File: config.mk
export PLATFORM = sky130hd
export DESIGN_NAME = adc_line_filter
export DESIGN_NICKNAME = d
export VERILOG_FILES = /design/src/rtl/adc_line_filter.sv
export SDC_FILE = /design/constraint.sdc
export NUM_CORES = 1
export LEC_CHECK = 0
export ABC_AREA = 1
export BUFFER_PORTS_ARGS = -buffer_cell sky130_fd_sc_hd__buf_4
export CAP_MARGIN = 15
export CORE_MARGIN = 3
export CORE_UTILIZATION = 35
export CTS_CLUSTER_DIAMETER = 200
export DETAILED_ROUTE_END_ITERATION = 10
export HOLD_SLACK_MARGIN = 0.06
export PLACE_DENSITY = 0.58
export SLEW_MARGIN = 40
export SYNTH_ARGS = -nofsm -noshare
export SYNTH_HDL_FRONTEND = slang
export SYNTH_SLANG_ARGS = --single-unit
File: constraint.sdc
create_clock -name clk -period 3.35 [get_ports clk]
set_clock_uncertainty 0.2 [all_clocks]
set_input_delay 0.335 -clock clk [delete_from_list [all_inputs] [get_ports clk]]
set_output_delay 0.335 -clock clk [all_outputs]
set_load 0.02 [all_outputs]
File: src/rtl/adc_line_filter.sv
//------------------------------------------------------------------------------
// Module      : adc_line_filter
// Description : Round-robin channel sequencer, block averager and hysteresis
//               line detector for the left/centre/right line sensors.
// Revision    : 1.0 - initial release
//------------------------------------------------------------------------------
`default_nettype none

module adc_line_filter #(
  parameter logic [2:0]  CH_L      = 3'd0,
  parameter logic [2:0]  CH_C      = 3'd1,
  parameter logic [2:0]  CH_R      = 3'd2,
  parameter int          AVG_LOG2  = 2,
  parameter logic [11:0] THRESH_HI = 12'd2000,
  parameter logic [11:0] THRESH_LO = 12'd1800
) (
  input  logic        clk,
  input  logic        rst,
  input  logic        sample_valid,
  input  logic [2:0]  sample_chan,
  input  logic [11:0] sample_data,
  output logic [2:0]  ch_sel,
  output logic [11:0] avg_l,
  output logic [11:0] avg_c,
  output logic [11:0] avg_r,
  output logic        avg_valid,
  output logic [2:0]  line,
  output logic [7:0]  mismatch_cnt
);

  localparam int c_acc_w = 12 + AVG_LOG2;
  localparam int c_rnd_w = (AVG_LOG2 > 0) ? AVG_LOG2 : 1;
  localparam logic [c_rnd_w-1:0] c_rnd_last = c_rnd_w'((1 << AVG_LOG2) - 1);

  typedef enum logic [0:0] {
    ST_ACCUM  = 1'b0,
    ST_UPDATE = 1'b1
  } state_t;

  state_t               r_state;
  logic [1:0]           r_ch_idx;
  logic [2:0]           r_ch_sel;
  logic [c_rnd_w-1:0]   r_round;
  logic [c_acc_w-1:0]   r_acc_l;
  logic [c_acc_w-1:0]   r_acc_c;
  logic [c_acc_w-1:0]   r_acc_r;
  logic [11:0]          r_avg_l;
  logic [11:0]          r_avg_c;
  logic [11:0]          r_avg_r;
  logic                 r_avg_valid;
  logic [2:0]           r_line;
  logic [7:0]           r_mismatch_cnt;

  logic                 w_match;
  logic                 w_mismatch;
  logic [c_acc_w-1:0]   w_acc_sel;
  logic [c_acc_w-1:0]   w_sum;
  logic [11:0]          w_new_l;
  logic [11:0]          w_new_c;
  logic [11:0]          w_new_r;

  function automatic logic [2:0] f_chan(input logic [1:0] idx);
    case (idx)
      2'd0:    return CH_L;
      2'd1:    return CH_C;
      default: return CH_R;
    endcase
  endfunction

  // Hysteresis: only a crossing of the outer thresholds changes the bit.
  function automatic logic f_line(input logic [11:0] avg, input logic cur);
    if (avg >= THRESH_HI)
      return 1'b1;
    else if (avg < THRESH_LO)
      return 1'b0;
    else
      return cur;
  endfunction

  always_comb begin
    w_match    = sample_valid && (sample_chan == r_ch_sel);
    w_mismatch = sample_valid && (sample_chan != r_ch_sel);
    case (r_ch_idx)
      2'd0:    w_acc_sel = r_acc_l;
      2'd1:    w_acc_sel = r_acc_c;
      default: w_acc_sel = r_acc_r;
    endcase
    w_sum   = w_acc_sel + c_acc_w'(sample_data);
    // The closing R sample is folded in on the same edge that publishes.
    w_new_l = r_acc_l[c_acc_w-1 -: 12];
    w_new_c = r_acc_c[c_acc_w-1 -: 12];
    w_new_r = w_sum[c_acc_w-1 -: 12];
  end

  always_ff @(posedge clk or negedge rst) begin
    if (!rst) begin
      r_state        <= ST_ACCUM;
      r_ch_idx       <= 2'd0;
      r_ch_sel       <= CH_L;
      r_round        <= '0;
      r_acc_l        <= '0;
      r_acc_c        <= '0;
      r_acc_r        <= '0;
      r_avg_l        <= 12'd0;
      r_avg_c        <= 12'd0;
      r_avg_r        <= 12'd0;
      r_avg_valid    <= 1'b0;
      r_line         <= 3'b000;
      r_mismatch_cnt <= 8'd0;
    end else begin
      r_avg_valid <= 1'b0;
      if (w_mismatch && (r_mismatch_cnt != 8'hFF))
        r_mismatch_cnt <= r_mismatch_cnt + 8'd1;

      case (r_state)
        ST_ACCUM: begin
          if (w_match) begin
            if (r_ch_idx == 2'd2) begin
              r_ch_idx <= 2'd0;
              r_ch_sel <= CH_L;
              if (r_round == c_rnd_last) begin
                r_state     <= ST_UPDATE;
                r_round     <= '0;
                r_avg_valid <= 1'b1;
                r_avg_l     <= w_new_l;
                r_avg_c     <= w_new_c;
                r_avg_r     <= w_new_r;
                r_line      <= {f_line(w_new_l, r_line[2]),
                                f_line(w_new_c, r_line[1]),
                                f_line(w_new_r, r_line[0])};
                // Clearing here leaves the UPDATE cycle free to start a window.
                r_acc_l     <= '0;
                r_acc_c     <= '0;
                r_acc_r     <= '0;
              end else begin
                r_round <= r_round + 1'b1;
                r_acc_r <= w_sum;
              end
            end else begin
              if (r_ch_idx == 2'd0)
                r_acc_l <= w_sum;
              else
                r_acc_c <= w_sum;
              r_ch_idx <= r_ch_idx + 2'd1;
              r_ch_sel <= f_chan(r_ch_idx + 2'd1);
            end
          end
        end

        ST_UPDATE: begin
          r_state <= ST_ACCUM;
          if (w_match) begin
            r_acc_l  <= c_acc_w'(sample_data);
            r_ch_idx <= 2'd1;
            r_ch_sel <= CH_C;
          end
        end

        default: r_state <= ST_ACCUM;
      endcase
    end
  end

  assign ch_sel       = r_ch_sel;
  assign avg_l        = r_avg_l;
  assign avg_c        = r_avg_c;
  assign avg_r        = r_avg_r;
  assign avg_valid    = r_avg_valid;
  assign line         = r_line;
  assign mismatch_cnt = r_mismatch_cnt;

endmodule

`default_nettype wire

==> flow_summary.ini <==
[logic_synthesis]
syn-cell-area_um2 = 4987
ys_types = 38
async_flop_share_pct = 100.0
mappedNetlistNets = 649
synth-edff-count = 0
syn_inst = 616
syn-mean-instance-area_um2 = 8.096
synth_ff_type = dfrtp_1
ys_seq_elements = 94
yosys_warnings = 0
yosysSeqAreaShare_pct = 47.17

[die]
ios = 69
die_x_um = 125.4
start_util_pct = 36.64
die_h_um = 125.4
core_area_um2 = 13610
rows = 42
die_area_um2 = 15720

[layout]
final.fill_count = 1339
final_layout_size_suffix_gt1_share_pct = 19.22
layout_commonest_cell = nand2_1
areaGrowthSynthToFinish_pct = 20.90
diodes = 0
finalInstanceArea_um2 = 6030
stdcell_count = 868
layout_common_cells = nand2_1 (171), dfrtp_1 (93), buf_4 (79), inv_1 (69), o21ai_0 (39)
nNetsFinal = 720

[routing]
viasPerCell = 5.119
num_vias = 4443
drt_iter0_drc = 331
drt_wl_total_mm = 14.02
drtPass1Iterations = 5
detail-route-antenna-nets = 0
wl_per_cell_um = 16.16
drcViolationCount = 0

[clock_network]
cts_buffers = 9
root_buffer = clkbuf_16
cts_tree = done
h-tree-depth = 3
cts_setup_buffers = 0
clk_latency_ps = 340
clkSinkCount = 94
clockBufferDepth = 2
clk_pin_slew_ps = 70

[critical_path]
worst-setup-path-type = reg2reg
critPathArrivalTime_ps = 3160
cp_max_fo = 17
crit_required_ps = 3380
startpoint_type = flip-flop
endpoint_kind = flip-flop

[placement]
io_buffers = 67
dp_hpwl_mm = 10.80
dpl.cell_count = 850
place_congestion = 0.9121
placed_area_um2 = 5684

[sta]
rsz0062_at_grt = false
post-route-period-util_pct = 93.28
setup_viol = 0
whs_ps = 64.07
max_freq_ghz = 0.3200
tightestPinTransition_ps = 728.7
slew_headroom_pct = 51.42
slew_violations = 0
final_hold_viol_count = 0
period_minus_slack_ps = 3125
finalSetupTns_ps = 0

[global_routing]
grt_overflow = 0
antenna_found_initial = 0
grtUsageTotal_pct = 18.14
grt_max_degree = 56
grt_pass1_wl_mm = 23.07
grt_pass1_vias = 4279

[power_and_ir_drop]
peakVddDrop_v = 0.0003269
leakagePower_nw = 3.083
power.density_nw_per_um2 = 1003

[flow_run]
cap_violations = 0

[hold_path]
min_path_type = in2reg

[outcome]
status = completed
cell type report:
class	count	area, µm²	share of cell area [%]
tap	176	220.2	3.652
clock buffer	12	266.5	4.420
inverter	75	281.5	4.669
timing repair buffer	81	613.1	10.17
multi-input combinational	426	2242	37.19
clock inverter	4	52.55	0.8716
sequential	94	2354	39.03
cells in the mapped netlist (2+ instances only):
library cell  count  area, µm²
a21oi_1          27      135.1
a22oi_1           2      15.01
a41oi_1           2      17.52
buf_2             3      15.01
buf_6             4      45.04
clkbuf_1         12      45.04
dfrtp_1          94       2352
ha_1             14      175.2
inv_1            69      259.0
inv_2             6      22.52
mux2_2            2      22.52
nand2_1         172      645.6
nand2_2           4      25.02
nand3_1          32      160.2
nand3b_1          2      15.01
nand4_1           6      37.54
nor2_1           38      142.6
nor2_4            3      33.78
nor4_1            2      12.51
o211ai_1          7      52.55
o21ai_0          39      195.2
o21ai_1          21      105.1
o21ai_2          15      131.4
o22ai_1          14      87.58
o31ai_1           3      22.52
o41ai_1           2      17.52
or2_2             2      12.51
xnor2_1           4      35.03
xor2_1            6      52.55
final timing paths:
path	from	end	slack, ps	cells past startpoint
min in group asynchronous	rst	r_acc_l[1]	370	2
worst max-delay path	r_ch_idx[1]	line[0]	230	18
max in group asynchronous	rst	r_ch_idx[0]	1760	3
worst min-delay path	sample_data[0]	r_acc_l[0]	60	3
worst min register to register	avg_c[1]	avg_c[1]	280	2
worst max register to register	r_ch_idx[1]	line[0]	230	18
routing by layer:
metal | vias up | track usage (%) | share of wire (%)
li1 | 2160 | - | -
met1 | 2130 | 26.15 | 48
met2 | 139 | 27.33 | 45
met3 | 14 | 3.241 | 6.1
met4 | 0 | 6.696 | 1.2
met5 | - | 0 | 0
timing repair:
item                                   4_1_cts  5_1_grt
setup endpoints to repair                    0       13
endpoints found under the hold margin       54        0
resized for setup                            0        2
hold buffers                                 2        0
cell families (layout without fill, tap and decap cells):
kind of cell	after synthesis	count (layout)	share of synthesized area, %
buffers and inverters	96	172	7.978
other	1	1	0.07519
XOR/XNOR	10	10	1.756
AO/OA/AOI/OAI	133	133	15.78
AND/OR/NAND/NOR	265	265	22.88
flip-flops	94	94	47.17
multiplexers	2	2	0.4515
adder cells (fa/ha/maj)	15	15	3.914
sequential cells by signal (all words and copies together) (netlist names):
register / count
avg_l: 12
line: 3
avg_valid: 1
avg_c: 12
mismatch_cnt: 8
avg_r: 12
r_acc_c: 14
r_acc_l: 14
r_round: 2
r_acc_r: 14
r_ch_idx: 2
critical path: stages (launching register included):
cell      delay [ps]
dfrtp_1          480
inv_2             70
buf_4            220
o22ai_1          180
a21oi_1           60
ha_1             240
fa_1             460
nand2_1          100
nand3_1           60
nand3_1          130
nand3b_1         110
nand2_1          200
nand2_1           80
nor2_1            90
nand2_1           70
nand4_1           80
nand2_1           70
nand2_1           60
nand2_1           40
per-stage QoR:
stage | power [W] | utilization, % | setup slack [ps]
after floorplan | 0.003892 | - | 375.8
after global placement | 0.004911 | 41.76 | 165.6
after detailed placement | 0.004940 | 41.76 | 62.32
after CTS | 0.006041 | 44.25 | 45.05
after global routing | 0.006564 | 44.30 | 1.117
final | 0.006045 | 44.30 | 225.1
power breakdown:
group | total (W) | switching, W | internal, W | leakage [nW]
registers | 0.00169 | 0.000256 | 0.00144 | 1.23
logic | 0.00328 | 0.00220 | 0.00108 | 1.69
clock network | 0.00107 | 0.000432 | 0.000642 | 0.159
total | 0.00605 | 0.00289 | 0.00315 | 3.08
Note: power is estimated with default switching activity, not from simulation.
